--- src/rtl/mems_pkg.sv ---
// Shared MEMS mirror definitions: DAC frame width, DAC command words and the
// DAC serialiser state encoding used by mems_control, mems_rom and mems_dac_spi.
package mems_pkg;

    localparam int MEMS_DAC_W = 24;

    // 24-bit command words: {cmd[2:0], addr[2:0] in the top byte, 16-bit payload}
    localparam logic [MEMS_DAC_W-1:0] DAC_SW_RESET = 24'h28_0001;
    localparam logic [MEMS_DAC_W-1:0] DAC_VREF_EXT = 24'h38_0000;

    localparam logic [7:0] DAC_WRITE_UPDATE_CH_A = 8'h18;
    localparam logic [7:0] DAC_WRITE_UPDATE_CH_B = 8'h19;
    localparam logic [7:0] DAC_WRITE_UPDATE_CH_C = 8'h1A;
    localparam logic [7:0] DAC_WRITE_UPDATE_CH_D = 8'h1B;

    typedef enum logic [1:0] {
        DAC_IDLE,
        DAC_LOAD,
        DAC_SHIFT,
        DAC_GAP
    } dac_state_t;

    function automatic logic [MEMS_DAC_W-1:0] dac_write_update(input logic [1:0]  ch,
                                                               input logic [15:0] code);
        return {DAC_WRITE_UPDATE_CH_A | {6'b0, ch}, code};
    endfunction

endpackage

--- src/rtl/mems_sclk_tick.sv ---
// SCLK half-period tick generator: pulses tick every CLK_DIV enabled cycles,
// restarting from zero whenever en drops.
module mems_sclk_tick #(
    parameter int CLK_DIV = 2
) (
    input  logic clk,
    input  logic rst,
    input  logic en,
    output logic tick
);

    localparam int                 CNT_W    = $clog2(CLK_DIV + 1);
    localparam logic [CNT_W-1:0]   CNT_LAST = CNT_W'(CLK_DIV - 1);

    logic [CNT_W-1:0] cnt;

    // NOTE: sequential state uses non-blocking assignments so every register
    // samples pre-edge values regardless of statement order.
    always_ff @(posedge clk) begin
        if (rst || !en)
            cnt <= '0;
        else if (cnt == CNT_LAST)
            cnt <= '0;
        else
            cnt <= cnt + 1'b1;
    end

    assign tick = en && (cnt == CNT_LAST);

endmodule

--- src/rtl/mems_dac_spi.sv ---
// SPI master for the MEMS mirror DAC: one start serialises one DATA_W-bit word
// MSB-first on sync_n/sclk/mosi, followed by a SYNC_GAP-cycle sync-high gap.
module mems_dac_spi
    import mems_pkg::*;
#(
    parameter int DATA_W   = MEMS_DAC_W,
    parameter int CLK_DIV  = 2,
    parameter int SYNC_GAP = 4
) (
    input  logic              clk,
    input  logic              rst,
    input  logic              start,
    input  logic [DATA_W-1:0] data_in,
    output logic              busy,
    output logic              done,
    output logic              sclk,
    output logic              sync_n,
    output logic              mosi
);

    localparam int               BIT_W    = $clog2(DATA_W + 1);
    localparam int               GAP_W    = $clog2(SYNC_GAP + 1);
    localparam logic [BIT_W-1:0] BIT_LAST = BIT_W'(DATA_W);
    localparam logic [GAP_W-1:0] GAP_LAST = GAP_W'(SYNC_GAP - 1);

    dac_state_t        state, state_d;
    logic [DATA_W-1:0] shreg, shreg_d;
    logic [BIT_W-1:0]  bit_cnt, bit_cnt_d;
    logic [GAP_W-1:0]  gap_cnt, gap_cnt_d;
    logic              sclk_d, sync_n_d, mosi_d, busy_d, done_d;
    logic              tick;

    mems_sclk_tick #(.CLK_DIV(CLK_DIV)) u_tick (
        .clk  (clk),
        .rst  (rst),
        .en   (state == DAC_SHIFT),
        .tick (tick)
    );

    // NOTE: every signal gets its hold/default value first so no path can infer a latch.
    always_comb begin
        state_d   = state;
        shreg_d   = shreg;
        bit_cnt_d = bit_cnt;
        gap_cnt_d = gap_cnt;
        sclk_d    = sclk;
        sync_n_d  = sync_n;
        mosi_d    = mosi;
        busy_d    = busy;
        done_d    = 1'b0;

        unique case (state)
            DAC_IDLE: begin
                if (start) begin
                    state_d = DAC_LOAD;
                    busy_d  = 1'b1;
                end
            end
            // data_in is taken here, one cycle after start, to cover the ROM read
            DAC_LOAD: begin
                shreg_d   = data_in;
                sync_n_d  = 1'b0;
                sclk_d    = 1'b1;
                mosi_d    = data_in[DATA_W-1];
                bit_cnt_d = '0;
                state_d   = DAC_SHIFT;
            end
            DAC_SHIFT: begin
                if (tick) begin
                    if (sclk) begin
                        sclk_d    = 1'b0;
                        bit_cnt_d = bit_cnt + 1'b1;
                    end else if (bit_cnt == BIT_LAST) begin
                        sclk_d    = 1'b1;
                        sync_n_d  = 1'b1;
                        mosi_d    = 1'b0;
                        bit_cnt_d = '0;
                        gap_cnt_d = '0;
                        state_d   = DAC_GAP;
                    end else begin
                        sclk_d  = 1'b1;
                        shreg_d = shreg << 1;
                        mosi_d  = shreg[DATA_W-2];
                    end
                end
            end
            DAC_GAP: begin
                if (gap_cnt == GAP_LAST) begin
                    gap_cnt_d = '0;
                    busy_d    = 1'b0;
                    done_d    = 1'b1;
                    state_d   = DAC_IDLE;
                end else begin
                    gap_cnt_d = gap_cnt + 1'b1;
                end
            end
            default: state_d = DAC_IDLE;
        endcase
    end

    always_ff @(posedge clk) begin
        if (rst) begin
            state   <= DAC_IDLE;
            shreg   <= '0;
            bit_cnt <= '0;
            gap_cnt <= '0;
            sclk    <= 1'b1;
            sync_n  <= 1'b1;
            mosi    <= 1'b0;
            busy    <= 1'b0;
            done    <= 1'b0;
        end else begin
            state   <= state_d;
            shreg   <= shreg_d;
            bit_cnt <= bit_cnt_d;
            gap_cnt <= gap_cnt_d;
            sclk    <= sclk_d;
            sync_n  <= sync_n_d;
            mosi    <= mosi_d;
            busy    <= busy_d;
            done    <= done_d;
        end
    end

endmodule
--- config.mk ---
export PLATFORM = sky130hd
export DESIGN_NAME = mems_dac_spi
export DESIGN_NICKNAME = d
export VERILOG_FILES = /design/src/rtl/mems_pkg.sv /design/src/rtl/mems_sclk_tick.sv /design/src/rtl/mems_dac_spi.sv
export SDC_FILE = /design/constraint.sdc
export NUM_CORES = 1
export LEC_CHECK = 0
export ABC_AREA = 1
export ABC_CLOCK_PERIOD_IN_PS = 3900
export CAP_MARGIN = 20
export CORE_ASPECT_RATIO = 1.1
export CORE_MARGIN = 3
export CORE_UTILIZATION = 60
export CTS_BUF_LIST = sky130_fd_sc_hd__clkbuf_2 sky130_fd_sc_hd__clkbuf_4 sky130_fd_sc_hd__clkbuf_8
export DETAILED_ROUTE_END_ITERATION = 12
export PLACE_DENSITY = 0.95
export SYNTH_ARGS = -nofsm -noshare
export SYNTH_HDL_FRONTEND = slang
export SYNTH_SLANG_ARGS = --single-unit
--- constraint.sdc ---
create_clock -name clk -period 3.9 [get_ports clk]
set_clock_uncertainty 0.2 [all_clocks]
set_input_delay 0.78 -clock clk [delete_from_list [all_inputs] [get_ports clk]]
set_output_delay 0.78 -clock clk [all_outputs]
set_load 0.01 [all_outputs]
# ---- Word level (Yosys, flattened, before mapping)
# Cells that the tools add are included.
dict set report classes {
  n_reduce_logical 17
  n_mux 34
  eq_ne 13
  bitwise_logic 1
  addsub 3
}
# operator n
set op_table {}
lappend op_table {{$mux 23} 3}
lappend op_table {{$pmux 23 s2} 1}
lappend op_table {{$mux 5} 3}
lappend op_table {{$mux 3} 4}
lappend op_table {{$ne 2x2->1 const B} 6}
lappend op_table {{$reduce_and 4->1} 3}
lappend op_table {{$mux 1} 11}
lappend op_table {{$mux 2} 5}
lappend op_table {{$pmux 5 s2} 1}
lappend op_table {{$reduce_and 3->1} 3}
lappend op_table {{$pmux 1 s2} 4}
lappend op_table {{$pmux 2 s4} 1}
lappend op_table {{$pmux 3 s2} 1}
lappend op_table {{$reduce_bool 2->1} 3}
lappend op_table {{$add 5x1->5 const B} 1}
lappend op_table {{$eq 5x5->1 const B} 1}
lappend op_table {{$reduce_and 5->1} 1}
lappend op_table {{$eq 2x1->1 const B} 2}
lappend op_table {{$eq 2x2->1 const B} 2}
lappend op_table {{$reduce_or 2->1} 2}
lappend op_table {{$add 3x1->3 const B} 1}
lappend op_table {{$eq 3x2->1 const B} 1}
lappend op_table {{$ne 3x3->1 const B} 1}
lappend op_table {{$add 2x1->2 const B} 1}
lappend op_table {{6 further kinds} 6}
dict set report totals {
  out_inout_bits 5
  inputBits 27
  wordCells 78
  regBits 40
}

# ---- Depth between registers and ports, before layout
# Gate-level depths: netlist of the first run.
dict set report logic_depth {
  depth_word 5
  depth_mapped 12
  depth_no_buf 11
}

# ---- Cells and area by module
# From an unflattened synthesis of the first run, not the netlist that was laid out.
dict set report hier_totals {
  cells_unflattened 322
  area_unflattened_um2 2090.8
}
# module seq_area_each_um2 instances cells_each area_each_um2
set modules_own_cells {}
lappend modules_own_cells {mems_dac_spi 760.7 1 311 2001.9}
lappend modules_own_cells {mems_sclk_tick 40.0 1 11 88.8}

# ---- Worst setup path after synthesis of the first run
# No wires, ideal clock.
dict set report synth_path {
  path_kind {reg-to-reg}
  from {register state[0]}
  to {register shreg[1]}
  setup_slack_ns 2.090
  synth_period_minus_slack_ns 1.810
  t_arrival_ns 1.498
  path_stages_with_launch 12
  required_time_ns 3.587
  path_cell_list {dfxtp_1 -> inv_1 -> ha_1 -> nand2_2 -> inv_2 -> nor2_8 -> nand2_2 -> nor2_4 -> buf_4 -> nand2_1 -> nand2_1 -> nor2_1}
}
dict set report synth_between {
  elab_chain_len 4
  word_cells_on_any_way 9
  cone_classes {eq/ne (5); mux (1); reduce/logical (3)}
}
# item line_no
set synth_lines {}
lappend synth_lines {{start, declared} mems_dac_spi.sv:26} ;# dac_state_t state, state_d;
lappend synth_lines {{start signal, assigned} mems_dac_spi.sv:113} ;# state <= state_d;
lappend synth_lines {{$eq 2x2->1} {mems_dac_spi.sv:36, mems_dac_spi.sv:52}}
lappend synth_lines {{$logic_and 1x1->1} mems_sclk_tick.sv:28} ;# assign tick = en && (cnt == CNT_LAST);
lappend synth_lines {{$ne 2x2->1 (no source line)} n/a}
lappend synth_lines {{$reduce_and 4->1 (no source line)} n/a}
lappend synth_lines {{end signal, assigned} mems_dac_spi.sv:114} ;# shreg <= shreg_d;
lappend synth_lines {{end, declared} mems_dac_spi.sv:27} ;# logic [DATA_W-1:0] shreg, shreg_d;
# Several ways; a longest one is shown, not always the timed one.
# A chain may end at the register's enable or synchronous reset.

# ---- Worst setup path in the final report of the first run
dict set report layout_path {
  from {register state[0]}
  to {register shreg[12]}
}
# Same word-level chain as after synthesis.

==> results of run 1 <==
[layer usage]
layer	vias to the layer above	GRT usage (%)	part of all wire, %
met3	12	6.24	6.0
met1	845	20.8	42
met4	0	12.7	2.3
met2	67	39.7	50
met5	-	0	0
li1	982	-	-
[final cells by class]
class	count	area, µm²	share of cell area [%]
clock buffer	6	45.0	1.83
clock inverter	1	5.00	0.204
inverter	25	93.8	3.82
multi-input combinational	217	1130	45.9
sequential	40	801	32.6
tap	46	57.6	2.34
timing repair buffer	33	325	13.2
[sequential cells by signal, summed over array words and instances (netlist names), 2 cells and up]
name and cells:
bit_cnt 5, u_tick.cnt 2, state 2, gap_cnt 3, shreg 23
[power groups by stage]
stage	Combinational (W)	Sequential [W]	Clock (W)
after CTS	0.000771	0.000595	0.000212
after global routing	0.000876	0.000609	0.000227
after floorplan	0.000633	0.000593	0
after global placement	0.000728	0.000598	0
after detailed placement	0.000767	0.000604	0
final	0.000770	0.000596	0.000207
[how the worst max path moves through the flow]
| stage | startpoint | end | slack (ps) | depth (start not counted) |
|---|---|---|---|---|
| 2_1_floorplan | state[0] | shreg[1] | 2090 | 11 |
| 3_3_place_gp | rst | shreg[13] | 1430 | 5 |
| 3_5_place_dp | state[0] | shreg[12] | 1360 | 10 |
| 4_1_cts | state[0] | shreg[12] | 1340 | 10 |
| 5_1_grt | state[0] | shreg[12] | 1110 | 10 |
| 6_report | state[0] | shreg[12] | 1330 | 10 |
[cells by family after synthesis]
logic type               synth area share, %
AND/OR/NAND/NOR                         35.5
adder cells (fa/ha/maj)                 4.79
flip-flops                              38.3
AO/OA/AOI/OAI                           3.18
buffers and inverters                   7.61
multiplexers                            10.5
[worst max-delay path: stages (launching register included)]
cell and delay (ps):
dfxtp_1 400, inv_1 90, ha_1 320, nand2_2 170, inv_2 90, nor2_8 150
nand2_2 100, nor2_4 660, nand2_1 140, nand2_1 100, nor2_1 40
[stage by stage]
stage / hold slack, ps / utilization (%) / cells / power [W]
3_3_place_gp: 217 / 75.7 / 361 / 0.00133
2_1_floorplan: 208 / - / 293 / 0.00123
5_1_grt: 256 / 77.3 / 368 / 0.00171
3_5_place_dp: 222 / 75.7 / 361 / 0.00137
4_1_cts: 238 / 77.3 / 368 / 0.00158
6_report: 233 / 77.3 / 368 / 0.00157
[layout by cell type, fill, tap and decap left out, types with 2 or more instances in the layout]
| cell type | count |
|---|---|
| nand3_1 | 21 |
| inv_2 | 3 |
| inv_1 | 22 |
| buf_4 | 2 |
| nand4_1 | 3 |
| clkbuf_4 | 6 |
| a21oi_1 | 4 |
| dfxtp_1 | 40 |
| o211ai_1 | 4 |
| nor2_1 | 65 |
| ha_1 | 8 |
| nor3_1 | 3 |
| clkdlybuf4s50_1 | 31 |
| mux2i_1 | 22 |
| nand2_2 | 2 |
| nand2_1 | 78 |
==> impl_results.md, run 1 <==
* Worst R2R End: shreg[12]
* GRT Total Usage at around a fifth
* Dpl hpwl at 2.99 mm
* Relative slew slack at 42.7%
* Slew Limit Fails at 0
* Worst Hold End: u_tick.cnt[0]
* Largest net degree at the start of global routing at 45
* WL final at 4.11 mm
* Setup ws final at 1330 ps
* FF-to-FF Start: state[0]
* Cell Int Power at 0.000906 W
* Pre-antenna DRT Iters at 5
* Die boundary height at 67.9 µm
* Crit-path max FO at 44
* Flop pwr share at between 30% and 40%
* Chip width at 62.3 µm
* Clk_lat worst skew at between 300 and 400 ps
* Sw Pwr at 0.000667 W
* Largest area contributor in the netlist: dfxtp_1
* Finish-stage setup viols at 0
* I/O Buffers at 31
* Bufs on Longest Clock Path at 2
* Post-Synthesis Cells at a little under 300
* Core area at 3180 µm²
* Detail Route Antenna Nets at 0
* Starting DRT DRC Count at approximately 120
* Clk sinks at 40
* CP Class: register to register
* Synth area leaders: dfxtp_1 (38%), nand2_1 (14%), nor2_1 (12%)
* IO Count at 32
* Worst Setup End Kind: register
* Gate power share at 48.9%
* Flop-to-flop setup slack at 1330 ps
* Lkg Pwr at approximately 1.1 nW
* Hold Fails Final Rpt at 0
* Routed via count at 1906
* Clock Power Share at 13.2%
* Final min period at approximately 2600 ps
* Setup bufs post-CTS at 0
* GPL Wtd Cong at a little over 0.8
* GR Overflow Total at 0
* Share of the synthesized area in the top cell type at 38.3%
* Power Dens Cells at between 600 and 700 nW/µm²
* Share of cells above drive strength 1 at between 6 and 7%
* Vias in the first global route at 1731
* Root buffer cell: clkbuf_4
* Slew @ Worst Pin at 857 ps
* Starting Density at between 60 and 70%
* Post-synth top cells: nand2_1 (78), nor2_1 (65), dfxtp_1 (40), inv_1 (22), mux2i_1 (22)
* Fill cells at 245
* Syn nets at between 300 and 400
* Tcrit/Tclk final at 65.9%
* Data arrival, critical path at ~2600 ps
* Max-Cap Viols at 0
* Switching share of power at 42.4%
* Post-CTS Resized at 0
* Die area at 4230 µm²
* Max Clock Freq at 389 MHz
* Hold depth at 1
* Final #Nets at 357
* Row Count at 21
* Register-to-Register Path Depth at 10
* Worst Hold Launch: u_tick.cnt[0]
* Most common cell in the netlist: nand2_1
* Hold Crit Class: register to register
* Syn Std Cell Area at 2090 µm²
* CTS clk-pin slew, worst paths at 110 ps
* Average via count per standard cell at 5.18
* Post-synth ARST share at 0%
* CP startpoint kind: register
* # H-tree levels at 2
* Initial antenna violation count at 0
* # hold bufs at CTS at 0
* Final instance area at roughly 2500 µm²
* Dominant synthesized flop cell: dfxtp_1
* Avg WL per Cell at 11.2 µm
* Final TNS setup at 0 ps
* CTS buffer count at 5
* DR DRC count at 0
* Synth cell types at 24
* Req. time, crit path at 3960 ps
* Pre-CTS setup slack at 1360 ps
* Area growth syn-to-layout at 17.6%
* Sequential fraction of the synthesis area at about two fifths
* YS warnings at 0
* Placed instance area at roughly 2400 µm²
* Synth Register Bits at 40
* Max VDD drop at ~0.33 mV
* RSZ-0062 raised after global routing: false
* N_diodes at 0
* First-pass GRT wire length at 6.93 mm
* EDFF count, synth at 0
* Status: finished clean
* CTS tree: built
* Avg Inst Size Synth at 7.13 µm²
Power figures use the tool's default switching activity.
==> run 2: changes to the inputs <==
--- a/config.mk
+++ b/config.mk
@@ -6,14 +6,14 @@
 export NUM_CORES = 1
 export LEC_CHECK = 0
 export ABC_AREA = 1
-export ABC_CLOCK_PERIOD_IN_PS = 3900
+export ABC_CLOCK_PERIOD_IN_PS = 2550
 export CAP_MARGIN = 20
 export CORE_ASPECT_RATIO = 1.1
 export CORE_MARGIN = 3
-export CORE_UTILIZATION = 60
+export CORE_UTILIZATION = 56
 export CTS_BUF_LIST = sky130_fd_sc_hd__clkbuf_2 sky130_fd_sc_hd__clkbuf_4 sky130_fd_sc_hd__clkbuf_8
 export DETAILED_ROUTE_END_ITERATION = 12
-export PLACE_DENSITY = 0.95
+export PLACE_DENSITY = 0.93
 export SYNTH_ARGS = -nofsm -noshare
 export SYNTH_HDL_FRONTEND = slang
 export SYNTH_SLANG_ARGS = --single-unit
==> constraint.sdc (replaced) <==
create_clock -name clk -period 2.55 [get_ports clk]
set_clock_uncertainty 0.2 [all_clocks]
set_input_delay 0.51 -clock clk [delete_from_list [all_inputs] [get_ports clk]]
set_output_delay 0.51 -clock clk [all_outputs]
set_load 0.01 [all_outputs]
==> run 2 against run 1 <==
  * Die area rose by 6.5%
  * Non-clock buffer count is 2 higher
  * Sequential power rose by 53%
  * Largest cell class unchanged
  * Combinational power rose by 52%
  * Hold slack improved by 13 ps
  * Register-to-register slack got worse by 950 ps
  * Critical path depth did not move
  * Global-route usage shrank 1.5 points
  * Critical endpoint unchanged
  * Count of clock-buffer cells in the layout is 2 higher
  * First-iteration DRC count shrank 16%
==> impl_results.md, run 2 (synthesized netlist as in run 1, its figures left out) <==
* First-pass GRT wire length at 7.07 mm (+1.9%)
* Switching share of power at 40.8% (-1.6 points)
* Register-to-Register Path Depth at 10 (unchanged)
* Starting Density at 60.2% (-5.5 points)
* Initial antenna violation count at 0 (unchanged)
* CP startpoint kind: register
* Clk_lat worst skew at 350 ps (about the same)
* CTS tree: built
* N_diodes at 0 (unchanged)
* # hold bufs at CTS at 0 (unchanged)
* Pre-antenna DRT Iters at 4 (-1)
* Status: finished clean
* Dpl hpwl at 2.96 mm (-1.3%)
* Crit-path max FO at 44 (unchanged)
* Post-layout util at 71.8% (-5.5 points)
* Final min period at 2170 ps (-399 ps)
* Largest net degree at the start of global routing at 45 (unchanged)
* Max Clock Freq at 461 MHz (+18%)
* CP Class: register to register
* Routed via count at 1841 (-3.4%)
* Data arrival, critical path at 2220 ps (-410 ps)
* Clock Power Share at 14.3% (+1.1 points)
* IO Count at 32 (unchanged)
* CTS clk-pin slew, worst paths at 110 ps (about the same)
* Hold Fails Final Rpt at 0 (unchanged)
* GRT Total Usage at 19.5% (-1.5 points)
* Worst Setup End Kind: register
* Core area at 3470 µm² (+9.1%)
* CP endpoint: shreg[12]
* Placed instance area at 2420 µm² (+0.73%)
* Vias in the first global route at 1787 (+3.2%)
* Most frequent cells in the layout: nand2_1 (78), nor2_1 (65), dfxtp_1 (40)
* Max-Cap Viols at 0 (unchanged)
* Max VDD drop at 0.523 mV (+60%)
* DR DRC count at 0 (unchanged)
* Chip width at 64.2 µm (+3.2%)
* Die area at 4500 µm² (+6.5%)
* Biggest registers after layout: shreg (23), bit_cnt (5), gap_cnt (3)
* Fill cells at 306 (+25%)
* GR Overflow Total at 0 (unchanged)
* Setup bufs post-CTS at 0 (unchanged)
* Post-Layout Cell Count at 373 (+1.4%)
* Commonest non-fill, non-tap cell in the layout: nand2_1
* Power Dens Cells at 977 nW/µm² (+53%)
* Detail Route Antenna Nets at 0 (unchanged)
* CP startpoint: state[0]
* Post-CTS Resized at 0 (unchanged)
* Req. time, crit path at 2600 ps (-1360 ps)
* Top reg by flops: shreg
* Final instance area at 2490 µm² (+1.4%)
* Die boundary height at 70.0 µm (+3.2%)
* Share of cells above drive strength 1 at 7.08% (+0.87 points)
* Flop-to-flop setup slack at 380 ps (-950 ps)
* # H-tree levels at 2 (unchanged)
* WL final at 3.99 mm (-3.0%)
* Average via count per standard cell at 4.94 (-4.7%)
* GPL Wtd Cong at 0.762 (-6.1%)
* Max FFs per register at 23 (unchanged)
* Lkg Pwr at 1.11 nW (+1.7%)
* Root buffer cell: clkbuf_4
* CTS buffer count at 5 (unchanged)
* Finish-stage setup viols at 0 (unchanged)
* Starting DRT DRC Count at 102 (-16%)
* Final TNS setup at 0 ps (unchanged)
* Flop pwr share at 37.5% (-0.4 points)
* Slew @ Worst Pin at 383 ps (-474 ps)
* Worst R2R End: shreg[12]
* Final #Nets at 359 (+0.56%)
* Sw Pwr at 0.000993 W (+49%)
* FF-to-FF Start: state[0]
* Hold Crit Class: register to register
* Relative slew slack at 74.5% (+32 points)
* Gate power share at 48.2% (-0.7 points)
* I/O Buffers at 31 (unchanged)
* Cell Int Power at 0.00144 W (+59%)
* Row Count at 22 (+4.8%)
* Clk sinks at 40 (unchanged)
* Slew Limit Fails at 0 (unchanged)
* RSZ-0062 raised after global routing: false
* Bufs on Longest Clock Path at 2 (unchanged)
* Area growth syn-to-layout at 19.2%
* Avg WL per Cell at 10.7 µm (-4.3%)
* Tcrit/Tclk final at 85.1% (+19 points)
* Placed insts at 365 (+1.1%)
[run 2: cell type report]
class | count | area, µm² | share of cell area, %
well taps | 48 | 60.1 | 2.41
flip-flops and latches | 40 | 801 | 32.2
clock buffers | 8 | 66.3 | 2.66
multi-input cells | 217 | 1130 | 45.3
inverters | 25 | 93.8 | 3.77
repair buffers | 35 | 340 | 13.7
[run 2: critical path, cell delays in order (launching register included)]
cell     delay (ps)
dfxtp_1         390
inv_1            80
ha_1            250
buf_4           230
nand2_1         160
nand2_2         110
nor2_4           80
buf_4           350
nand2_1         110
nand2_1          70
nor2_1           40
[run 2: power by group through the flow]
| stage | Clock, W | Sequential [W] | Combinational (W) |
|---|---|---|---|
| floorplan | 0 | 0.000906 | 0.000968 |
| global placement | 0 | 0.000917 | 0.00113 |
| detailed placement | 0 | 0.000928 | 0.00117 |
| CTS | 0.000362 | 0.000913 | 0.00118 |
| global route | 0.000388 | 0.000936 | 0.00136 |
| finish | 0.000349 | 0.000912 | 0.00117 |
[run 2: worst min path at each step]
| stage | from | endpoint | slack (ps) | cells after the start |
|---|---|---|---|---|
| floorplan | u_tick.cnt[0] | u_tick.cnt[0] | 210 | 1 |
| global placement | u_tick.cnt[0] | u_tick.cnt[0] | 220 | 1 |
| detailed placement | u_tick.cnt[0] | u_tick.cnt[0] | 230 | 1 |
| CTS | u_tick.cnt[0] | u_tick.cnt[0] | 250 | 1 |
| global route | u_tick.cnt[0] | u_tick.cnt[0] | 280 | 1 |
| finish | u_tick.cnt[0] | u_tick.cnt[0] | 250 | 1 |
[run 2: per-stage QoR]
stage | power [W] | setup slack, ps | hold WS (ps)
floorplan | 0.00187 | 740 | 208
detailed placement | 0.00210 | 376 | 226
finish | 0.00243 | 379 | 246
global route | 0.00268 | 189 | 280
global placement | 0.00205 | 463 | 220
CTS | 0.00245 | 362 | 246
[run 2: metal layers]
layer / share of wire (%) / global-route usage (%)
met1: 45 / 21.0
met2: 49 / 34.9
met3: 4.3 / 5.31
met4: 2.5 / 8.92
met5: 0 / 0
==> run 3: changes to the inputs <==
--- a/config.mk
+++ b/config.mk
@@ -13,6 +13,7 @@
 export CORE_UTILIZATION = 56
 export CTS_BUF_LIST = sky130_fd_sc_hd__clkbuf_2 sky130_fd_sc_hd__clkbuf_4 sky130_fd_sc_hd__clkbuf_8
 export DETAILED_ROUTE_END_ITERATION = 12
+export MAX_ROUTING_LAYER = met4
 export PLACE_DENSITY = 0.93
 export SYNTH_ARGS = -nofsm -noshare
 export SYNTH_HDL_FRONTEND = slang
==> run 3 against run 2 <==
  * Die area is the same
  * Global-route usage grew 0.53 points
  * Maximum frequency decreased by 0.11%
  * Critical path depth stayed put
  * Count of clock-buffer cells in the layout unchanged
  * Largest power group unchanged
==> impl_results.md, run 3 (synthesized netlist as in run 1, its figures left out) <==
* Status: finished clean
* Switching share of power at 40.8% (about the same)
* Row Count at 22 (unchanged)
* Top reg by flops: shreg
* Crit-path max FO at 44 (unchanged)
* Max FFs per register at 23 (unchanged)
* # H-tree levels at 2 (unchanged)
* Area of the multi-input gates at 1130 µm² (unchanged)
* RSZ-0062 raised after global routing: false
* N_diodes at 0 (unchanged)
* Flop pwr share at 37.5% (about the same)
* WL final at 3.99 mm (+0.10%)
* GR Overflow Total at 0 (unchanged)
* Chip width at 64.2 µm (unchanged)
* Pre-antenna DRT Iters at 4 (unchanged)
* Setup bufs post-CTS at 0 (unchanged)
* Area growth syn-to-layout at 19.2% (unchanged)
* CTS buffer count at 5 (unchanged)
* Slew @ Worst Pin at 383 ps (+0.121 ps)
* Core area at 3470 µm² (unchanged)
* Reg area at 801 µm² (unchanged)
* Req. time, crit path at 2600 ps (about the same)
* Starting DRT DRC Count at 104 (+2.0%)
* Slew Limit Fails at 0 (unchanged)
* Hold Crit Class: register to register
* Cell Int Power at 0.00144 W (unchanged)
* # hold bufs at CTS at 0 (unchanged)
* Commonest non-fill, non-tap cell in the layout: nand2_1
* Lkg Pwr at 1.11 nW (unchanged)
* Power Dens Cells at 977 nW/µm² (unchanged)
* Clk sinks at 40 (unchanged)
* Worst Setup End Kind: register
* Clock Power Share at 14.3% (about the same)
* Detail Route Antenna Nets at 0 (unchanged)
* Cell Chain, Critical Path: inv_1 -> ha_1 -> buf_4 -> nand2_1 -> nand2_2 -> nor2_4 -> buf_4 -> nand2_1 -> nand2_1 -> nor2_1
* Relative slew slack at 74.5% (about the same)
* CP max stage delay at 390 ps (about the same)
* Final min period at 2170 ps (+2.36 ps)
* Starting Density at 60.2% (unchanged)
* Die area at 4500 µm² (unchanged)
* Final TNS setup at 0 ps (unchanged)
* CP startpoint kind: register
* CTS clk-pin slew, worst paths at 110 ps (about the same)
* CP Class: register to register
* CTS tree: built
* Sw Pwr at 0.000993 W (about the same)
* GPL Wtd Cong at 0.772 (+1.3%)
* Tcrit/Tclk final at 85.2% (+0.093 points)
* Data arrival, critical path at 2230 ps (about the same)
* Finish-stage setup viols at 0 (unchanged)
* DR DRC count at 0 (unchanged)
* GRT Total Usage at 20.0% (+0.53 points)
* Routed via count at 1843 (+0.11%)
* Max VDD drop at 0.523 mV (about the same)
* Dpl hpwl at 2.96 mm (unchanged)
* Biggest registers after layout: shreg (23), bit_cnt (5), gap_cnt (3)
* Vias in the first global route at 1788 (+0.056%)
* I/O Buffers at 31 (unchanged)
* Largest net degree at the start of global routing at 45 (unchanged)
* Hold Fails Final Rpt at 0 (unchanged)
* Initial antenna violation count at 0 (unchanged)
* Max Clock Freq at 460 MHz (-0.11%)
* Fill cells at 306 (unchanged)
* Avg WL per Cell at 10.7 µm (+0.10%)
* Max-Cap Viols at 0 (unchanged)
* Post-CTS Resized at 0 (unchanged)
* CP max-delay cell: dfxtp_1
* Average via count per standard cell at 4.94 (+0.11%)
* Clk_lat worst skew at 350 ps (about the same)
* Most frequent cells in the layout: nand2_1 (78), nor2_1 (65), dfxtp_1 (40)
* Share of cells above drive strength 1 at 7.08% (unchanged)
* Die boundary height at 70.0 µm (unchanged)
* First-pass GRT wire length at 7.06 mm (about the same)
* Final #Nets at 359 (unchanged)
* Bufs on Longest Clock Path at 2 (unchanged)
* Root buffer cell: clkbuf_4
* IO Count at 32 (unchanged)
* Final Power at 0.00243 W (unchanged)
* Most used cell, CP: nand2_1
* Gate power share at 48.2% (about the same)
==> run 3: cell counts in the layout (fill, tap and decap cells not counted) <==
No cell type changed its count.
==> run 3: power by group through the flow <==
stage	Clock [W]	Combinational (W)	Sequential, W
2_1_floorplan	0	0.000968	0.000906
3_3_place_gp	0	0.00113	0.000917
3_5_place_dp	0	0.00117	0.000928
4_1_cts	0.000362	0.00118	0.000913
5_1_grt	0.000388	0.00136	0.000936
6_report	0.000349	0.00117	0.000912
==> run 3: final timing paths <==
kind	from	end	slack [ps]	cells past startpoint
max	state[0]	shreg[12]	380	10
min	u_tick.cnt[0]	u_tick.cnt[0]	250	1
max reg2reg	state[0]	shreg[12]	380	10
min reg2reg	u_tick.cnt[0]	u_tick.cnt[0]	250	1
==> run 3: area by class of cell <==
class | instances | area share [%]
multi-input cells | 217 | 45.3
flip-flops and latches | 40 | 32.2
inverters | 25 | 3.77
clock buffers | 8 | 2.66
repair buffers | 35 | 13.7
well taps | 48 | 2.41
==> run 3: critical path, delay by kind of cell (launching register included) <==
family | cells | cell delay [ps]
AND/OR/NAND/NOR | 6 | 570
buffers and inverters | 3 | 660
flip-flops | 1 | 390
adder cells (fa/ha/maj) | 1 | 250
==> run 3: through the flow <==
step / utilization, % / hold slack, ps / area (µm²) / setup slack [ps] / cells
finish: 71.8 / 246 / 2490 / 377 / 373
global placement: 69.9 / 220 / 2420 / 463 / 365
global route: 71.8 / 280 / 2490 / 189 / 373
detailed placement: 69.9 / 226 / 2420 / 376 / 365
floorplan: - / 208 / 2090 / 740 / 293
CTS: 71.8 / 246 / 2490 / 362 / 373
==> run 3: metal layers <==
metal	GRT usage, %	vias up	wire (µm)
li1	-	981	-
met1	21.0	812	1780
met2	34.9	40	1930
met3	5.31	10	181
met4	8.92	0	98
met5	-	-	0
